===== src/rtl/fpu_normalize_round.sv =====
// Normalise, round-to-nearest-even and pack a raw FPU adder result.
// Ports: clk/reset_n; in_* raw operand (valid/ready); out_* packed result + flags.
module fpu_normalize_round (
  input  logic        clk,
  input  logic        reset_n,
  input  logic        in_valid,
  output logic        in_ready,
  input  logic        in_sign,
  input  logic [7:0]  in_exp,
  input  logic [26:0] in_mant,
  output logic        out_valid,
  input  logic        out_ready,
  output logic [31:0] out_result,
  output logic        out_overflow,
  output logic        out_underflow,
  output logic        out_zero
);

  typedef enum logic [1:0] {
    IDLE,
    NORM,
    ROUND,
    DONE
  } state_t;

  state_t state;
  state_t state_nxt;

  logic        sign_q;
  logic [9:0]  exp_q;
  logic [26:0] mant_q;
  logic        zero_q;
  logic        unf_q;

  logic [31:0] result_q;
  logic        ovf_o;
  logic        unf_o;
  logic        zero_o;

  logic        accept;
  logic [9:0]  exp_in;

  logic        mant_nz;
  logic        exp_gt1;
  logic        n_zero;
  logic        n_carry;
  logic        n_lsh;
  logic        n_flush;
  logic        n_ok;

  logic        round_up;
  logic [23:0] frac_sum;
  logic        rnd_carry;
  logic [9:0]  exp_rnd;
  logic        ovf_rnd;
  logic [31:0] res_rnd;

  assign in_ready      = (state == IDLE);
  assign out_valid     = (state == DONE);
  assign out_result    = result_q;
  assign out_overflow  = ovf_o;
  assign out_underflow = unf_o;
  assign out_zero      = zero_o;

  assign accept = in_valid & in_ready;

  // A zero exponent with a nonzero mantissa is a denormal-range
  // value; it shares the exponent of the smallest normal.
  assign exp_in = ((in_exp == 8'd0) && (|in_mant))
                ? 10'd1
                : {2'b00, in_exp};

  // Normalisation rules, made mutually exclusive so the
  // first-match priority is encoded in the terms themselves.
  assign mant_nz = |mant_q;
  assign exp_gt1 = (exp_q > 10'd1);
  assign n_zero  = ~mant_nz;
  assign n_carry = mant_nz & mant_q[26];
  assign n_lsh   = mant_nz & ~mant_q[26]
                 & ~mant_q[25] & exp_gt1;
  assign n_flush = mant_nz & ~mant_q[26]
                 & ~mant_q[25] & ~exp_gt1;
  assign n_ok    = mant_nz & ~mant_q[26] & mant_q[25];

  // Hidden bit is 1 whenever a nonzero result reaches ROUND, so
  // incrementing the fraction alone and watching its carry is
  // equivalent to incrementing the full significand.
  assign round_up  = mant_q[1] & (mant_q[0] | mant_q[2]);
  assign frac_sum  = {1'b0, mant_q[24:2]} + 24'(round_up);
  assign rnd_carry = frac_sum[23];
  assign exp_rnd   = exp_q + 10'(rnd_carry);
  assign ovf_rnd   = ~zero_q & (exp_rnd >= 10'd255);

  always_comb begin
    res_rnd = {sign_q, exp_rnd[7:0], frac_sum[22:0]};
    if (zero_q) begin
      res_rnd = {sign_q, 31'h0};
    end else if (ovf_rnd) begin
      res_rnd = {sign_q, 8'hFF, 23'h0};
    end
  end

  always_ff @(posedge clk) begin
    if (!reset_n) begin
      state <= IDLE;
    end else begin
      state <= state_nxt;
    end
  end

  always_comb begin
    state_nxt = state;
    unique case (state)
      IDLE: begin
        if (accept) state_nxt = NORM;
      end
      NORM: begin
        if (n_zero | n_flush | n_ok) state_nxt = ROUND;
      end
      ROUND: begin
        state_nxt = DONE;
      end
      DONE: begin
        if (out_ready) state_nxt = IDLE;
      end
      default: state_nxt = IDLE;
    endcase
  end

  always_ff @(posedge clk) begin
    if (!reset_n) begin
      sign_q   <= 1'b0;
      exp_q    <= 10'd0;
      mant_q   <= 27'd0;
      zero_q   <= 1'b0;
      unf_q    <= 1'b0;
      result_q <= 32'h0;
      ovf_o    <= 1'b0;
      unf_o    <= 1'b0;
      zero_o   <= 1'b0;
    end else begin
      unique case (state)
        IDLE: begin
          if (accept) begin
            sign_q <= in_sign;
            exp_q  <= exp_in;
            mant_q <= in_mant;
            zero_q <= 1'b0;
            unf_q  <= 1'b0;
            ovf_o  <= 1'b0;
            unf_o  <= 1'b0;
            zero_o <= 1'b0;
          end
        end
        NORM: begin
          unique case (1'b1)
            n_zero: begin
              zero_q <= 1'b1;
            end
            n_carry: begin
              // Shift right, folding the dropped bit into sticky.
              mant_q <= {1'b0, mant_q[26:2],
                         mant_q[1] | mant_q[0]};
              exp_q  <= exp_q + 10'd1;
            end
            n_lsh: begin
              mant_q <= {mant_q[25:0], 1'b0};
              exp_q  <= exp_q - 10'd1;
            end
            n_flush: begin
              zero_q <= 1'b1;
              unf_q  <= 1'b1;
            end
            n_ok: begin
              mant_q <= mant_q;
            end
            default: begin
              mant_q <= mant_q;
            end
          endcase
        end
        ROUND: begin
          result_q <= res_rnd;
          ovf_o    <= ovf_rnd;
          unf_o    <= unf_q;
          zero_o   <= zero_q;
        end
        DONE: begin
          result_q <= result_q;
        end
        default: begin
          result_q <= result_q;
        end
      endcase
    end
  end

endmodule


===== config.mk =====
export PLATFORM = sky130hd
export DESIGN_NAME = fpu_normalize_round
export DESIGN_NICKNAME = d
export VERILOG_FILES = /design/src/rtl/fpu_normalize_round.sv
export SDC_FILE = /design/constraint.sdc
export NUM_CORES = 1
export LEC_CHECK = 0
export ABC_CLOCK_PERIOD_IN_PS = 3800
export BUFFER_PORTS_ARGS = -buffer_cell sky130_fd_sc_hd__buf_2
export CELL_PAD_IN_SITES_DETAIL_PLACEMENT = 1
export CELL_PAD_IN_SITES_GLOBAL_PLACEMENT = 1
export CORE_MARGIN = 1.5
export CORE_UTILIZATION = 42
export DETAILED_ROUTE_END_ITERATION = 6
export GPL_ROUTABILITY_DRIVEN = 0
export GPL_TIMING_DRIVEN = 0
export HOLD_SLACK_MARGIN = 0.1
export PLACE_DENSITY = 0.86
export SETUP_SLACK_MARGIN = 0.15
export SLEW_MARGIN = 20
export SYNTH_ARGS = -nofsm -noshare
export SYNTH_HDL_FRONTEND = slang
export SYNTH_SLANG_ARGS = --single-unit

===== constraint.sdc =====
create_clock -name clk -period 3.8 [get_ports clk]
set_input_delay 0.38 -clock clk [delete_from_list [all_inputs] [get_ports clk]]
set_output_delay 0.38 -clock clk [all_outputs]
set_load 0.03 [all_outputs]

==> impl_metrics.csv <==
group,metric,value,unit
outcome,run_status,"completed",
setup_path,crit_arrival,3.73,ns
route,ant_nets,0,
cells_and_area,fin_nets,650,
synthesis,synth_compound_area_share,18.92,%
die,initial_utilization,43.44,%
power_and_ir_drop,switchingPower,1.929,mW
synthesis,synth_fp_nets,563,
synthesis,syn_area_per_cell,8.315,µm²
grt,antenna_found_initial,0,
timing,period_minus_slack,3.488,ns
timing,setup_viol,0,
placement,dp.cells,721,
synthesis,synthTopCellsByArea,"dfxtp_1, mux2_2, a222oi_1, nor2_1, o21ai_0",
power_and_ir_drop,ir_worst_vdd,0.0004918,V
grt,overflow,0,
die,ioPinCount,77,
die,fp.dieW,103.8,µm
power_and_ir_drop,p_clk_share,14.6,%
timing,slew_violations,0,
placement,hpwl,10200,µm
worst_hold_path,hold_class,"in2reg",
timing,max-slew-margin-rel,45.53,%
clocking,cts_hold_buf,0,
clocking,cts_buffers,9,
clocking,cts.clk_slew.worst_paths,0.09,ns
synthesis,syn_inst,513,
synthesis,syn_area,4265,µm²
die,fp.coreArea,9819,µm²
power_and_ir_drop,intPower,2.150,mW
synthesis,synthAdderAreaFrac,2.933,%
synthesis,synth_mux_area_share,8.448,%
timing,rsz0062_at_grt,"yes",
synthesis,synthSimpleGateAreaFrac,22.44,%
grt,grt_pass1_wl,22320,µm
setup_path,path_delay_family,"simple AND/OR/NAND/NOR gates",
grt,grt_max_degree,14,
die,die_area,10770,µm²
timing,period_share,91.79,%
synthesis,synth-edff-count,0,
clocking,h-tree-depth,3,
timing,worst_slew_pin_slew,0.8141,ns
grt,first_global_vias,4387,
setup_path,cp_data_required_time,4.04,ns
clocking,clkLatencyLatePin,0.35,ns
power_and_ir_drop,seq_power_share,28.2,%
power_and_ir_drop,finalPower,4.079,mW
synthesis,synth.largest_area_cell,"dfxtp_1",
setup_path,cp.buffers_inverters,4,
grt,grt_usage,25.48,%
timing,skew,0.009172,ns
setup_path,cp_slowest_cell,"or4_4",
placement,portBuffers,75,
synthesis,synth_top_flop_cell,"dfxtp_1",
power_and_ir_drop,p_comb_share,57.1,%
run,maxCapViolCount,0,
synthesis,synthTopCellsByCount,"dfxtp_1, nor2_1, nand2_1",
setup_path,crit_chain,"clkbuf_4 > and3_4 > and3_4 > and3_1 > clkbuf_2 > and3_1 > buf_4 > and3_1 > ha_2 > nand3_2 > xor2_1 > or4_4 > o21ai_4 > or2_4 > buf_4 > o21ai_0",
cells_and_area,area_delta_synth_final,18.98,%
setup_path,cp-end-kind,"flip-flop",
route,drt_iter0_drc,299,
route,drc,0,
timing,final-hold-violation-count,0,
setup_path,cp-start-kind,"flip-flop",
synthesis,async_flop_share,0,%
die,die_h,103.8,µm
power_and_ir_drop,leakagePower,2.065,nW
timing,fmax,286.7,MHz
synthesis,synth_top_family_by_area,"simple AND/OR/NAND/NOR gates",
synthesis,synth_warnings,0,
route,first_pass_iters,7,
power_and_ir_drop,swShare,47.29,%
setup_path,cp_slowest_stage_delay,0.58,ns
cells_and_area,layoutNonFillerInstCount,738,
synthesis,netlist.area_leader.share,36.14,%
route,avgRoutedWirePerCell,18.54,µm
synthesis,yosysMostFrequentCell,"dfxtp_1",
route,vias,4382,
clocking,cts.sinks,77,
setup_path,crit_type,"reg2reg",
setup_path,crit_path_frequent_cell,"and3_1",
synthesis,synthXorXnorAreaFrac,5.955,%
synthesis,ys_ff_latch,77,
clocking,cts_buffer_depth,2,
route,viasPerCell,5.938,
setup_path,worst-path-max-fanout,10,
cells_and_area,layout-drive-gt1-share,24.63,%
synthesis,ys_types,55,
cells_and_area,insertedDiodeCount,0,
synthesis,ys_seq_area_share,36.14,%
clocking,tritoncts,"done",
power_and_ir_drop,pwr_density_cell,803.7,nW/µm²
clocking,root_buffer,"clkbuf_8",
route,wl,13680,µm
die,row_count,36,
## repair_timing
action                     CTS  global route
pin swaps                    2             1
setup endpoints to repair   26            25
buffers inserted             1             0
gates resized for setup      9            16
## cells by family (layout without fill, tap and decap cells)
logic type | count (synthesis) | in the layout
adders and majority gates | 10 | 10
and+or+nand+nor | 195 | 195
buffers and inverters | 53 | 145
AOI/OAI and AO/OA | 117 | 117
DFF | 77 | 77
muxes | 32 | 32
xor gates and xnor gates | 29 | 29
## per-layer routing
| layer | vias to the layer above | share of wire (%) | GRT usage, % |
|---|---|---|---|
| met3 | 12 | 5.5 | 2.832 |
| met2 | 152 | 49 | 43.48 |
| met1 | 2157 | 44 | 34.27 |
| met4 | 0 | 1.2 | 6.647 |
| met5 | - | 0 | 0 |
| li1 | 2061 | - | - |
## power by group through the flow
stage / clock network (mW) / registers, mW / logic (mW)
2_1_floorplan: 0 / 1.14 / 1.67
3_3_place_gp: 0 / 1.14 / 2.16
3_5_place_dp: 0 / 1.16 / 2.25
4_1_cts: 0.609 / 1.14 / 2.29
5_1_grt: 0.643 / 1.18 / 2.52
6_report: 0.596 / 1.15 / 2.33
## sequential cells by signal, summed over array words and instances (netlist names)
| name | count |
|---|---|
| exp_q | 10 |
| out_result | 32 |
| zero_q | 1 |
| state | 2 |
| sign_q | 1 |
| unf_q | 1 |
| out_zero | 1 |
| out_underflow | 1 |
| mant_q | 27 |
| out_overflow | 1 |
## final cells by class
| class | instances | area, µm² |
|---|---|---|
| flip-flops and latches | 77 | 1543 |
| plain buffers | 41 | 187.7 |
| well taps | 133 | 166.4 |
| fillers | 1247 | 4745 |
| clock buffers | 11 | 151.4 |
| repair buffers | 76 | 382.9 |
| multi-input cells | 383 | 2565 |
| clock inverters | 5 | 33.78 |
| inverters | 12 | 45.04 |
## worst min-delay path: cells and delay by family
kind	cells	cell delay, ns
compound gates	1	0.06
simple gates	1	0.06
buf+inv	1	0.10
## through the flow
step	utilization, %	setup slack [ns]	setup TNS [ns]	hold WS (ns)	area, µm²
2_1_floorplan	-	0.4602	0	0.4360	4265
3_3_place_gp	48.96	-0.2010	-3.762	0.4324	4807
3_5_place_dp	48.96	-0.2889	-5.492	0.4367	4807
4_1_cts	51.21	0.1722	0	0.2901	5029
5_1_grt	51.68	0.1363	0	0.3165	5075
6_report	51.68	0.3120	0	0.2918	5075
## path summary, 6_finish.rpt
| check | start | slack, ns | cells after the start | end |
|---|---|---|---|---|
| setup / recovery | mant_q[7] | 0.31 | 16 | out_result[12] |
| hold / removal | in_sign | 0.29 | 3 | sign_q |
| setup reg to reg | mant_q[7] | 0.31 | 16 | out_result[12] |
| hold reg to reg | out_result[29] | 0.45 | 1 | out_result[29] |
## cell usage in the layout, fill, tap and decap left out, drive strengths merged, types with 3 or more instances in the layout
cell type,netlist,routed
a21o,7,7
a21oi,18,18
a222oi,23,23
a31oi,3,3
and2,3,3
and3,12,12
buf,11,89
clkbuf,30,39
dfxtp,77,77
ha,10,10
inv,12,13
mux2,26,26
mux2i,6,6
nand2,49,49
nand2b,3,3
nand3,23,23
nand4,12,12
nor2,53,53
nor3,8,8
nor4,15,15
o211ai,4,4
o21ai,40,40
or3,5,5
or4,3,3
xnor2,11,11
xor2,18,18
No activity file was read; power rests on OpenSTA's default activity.
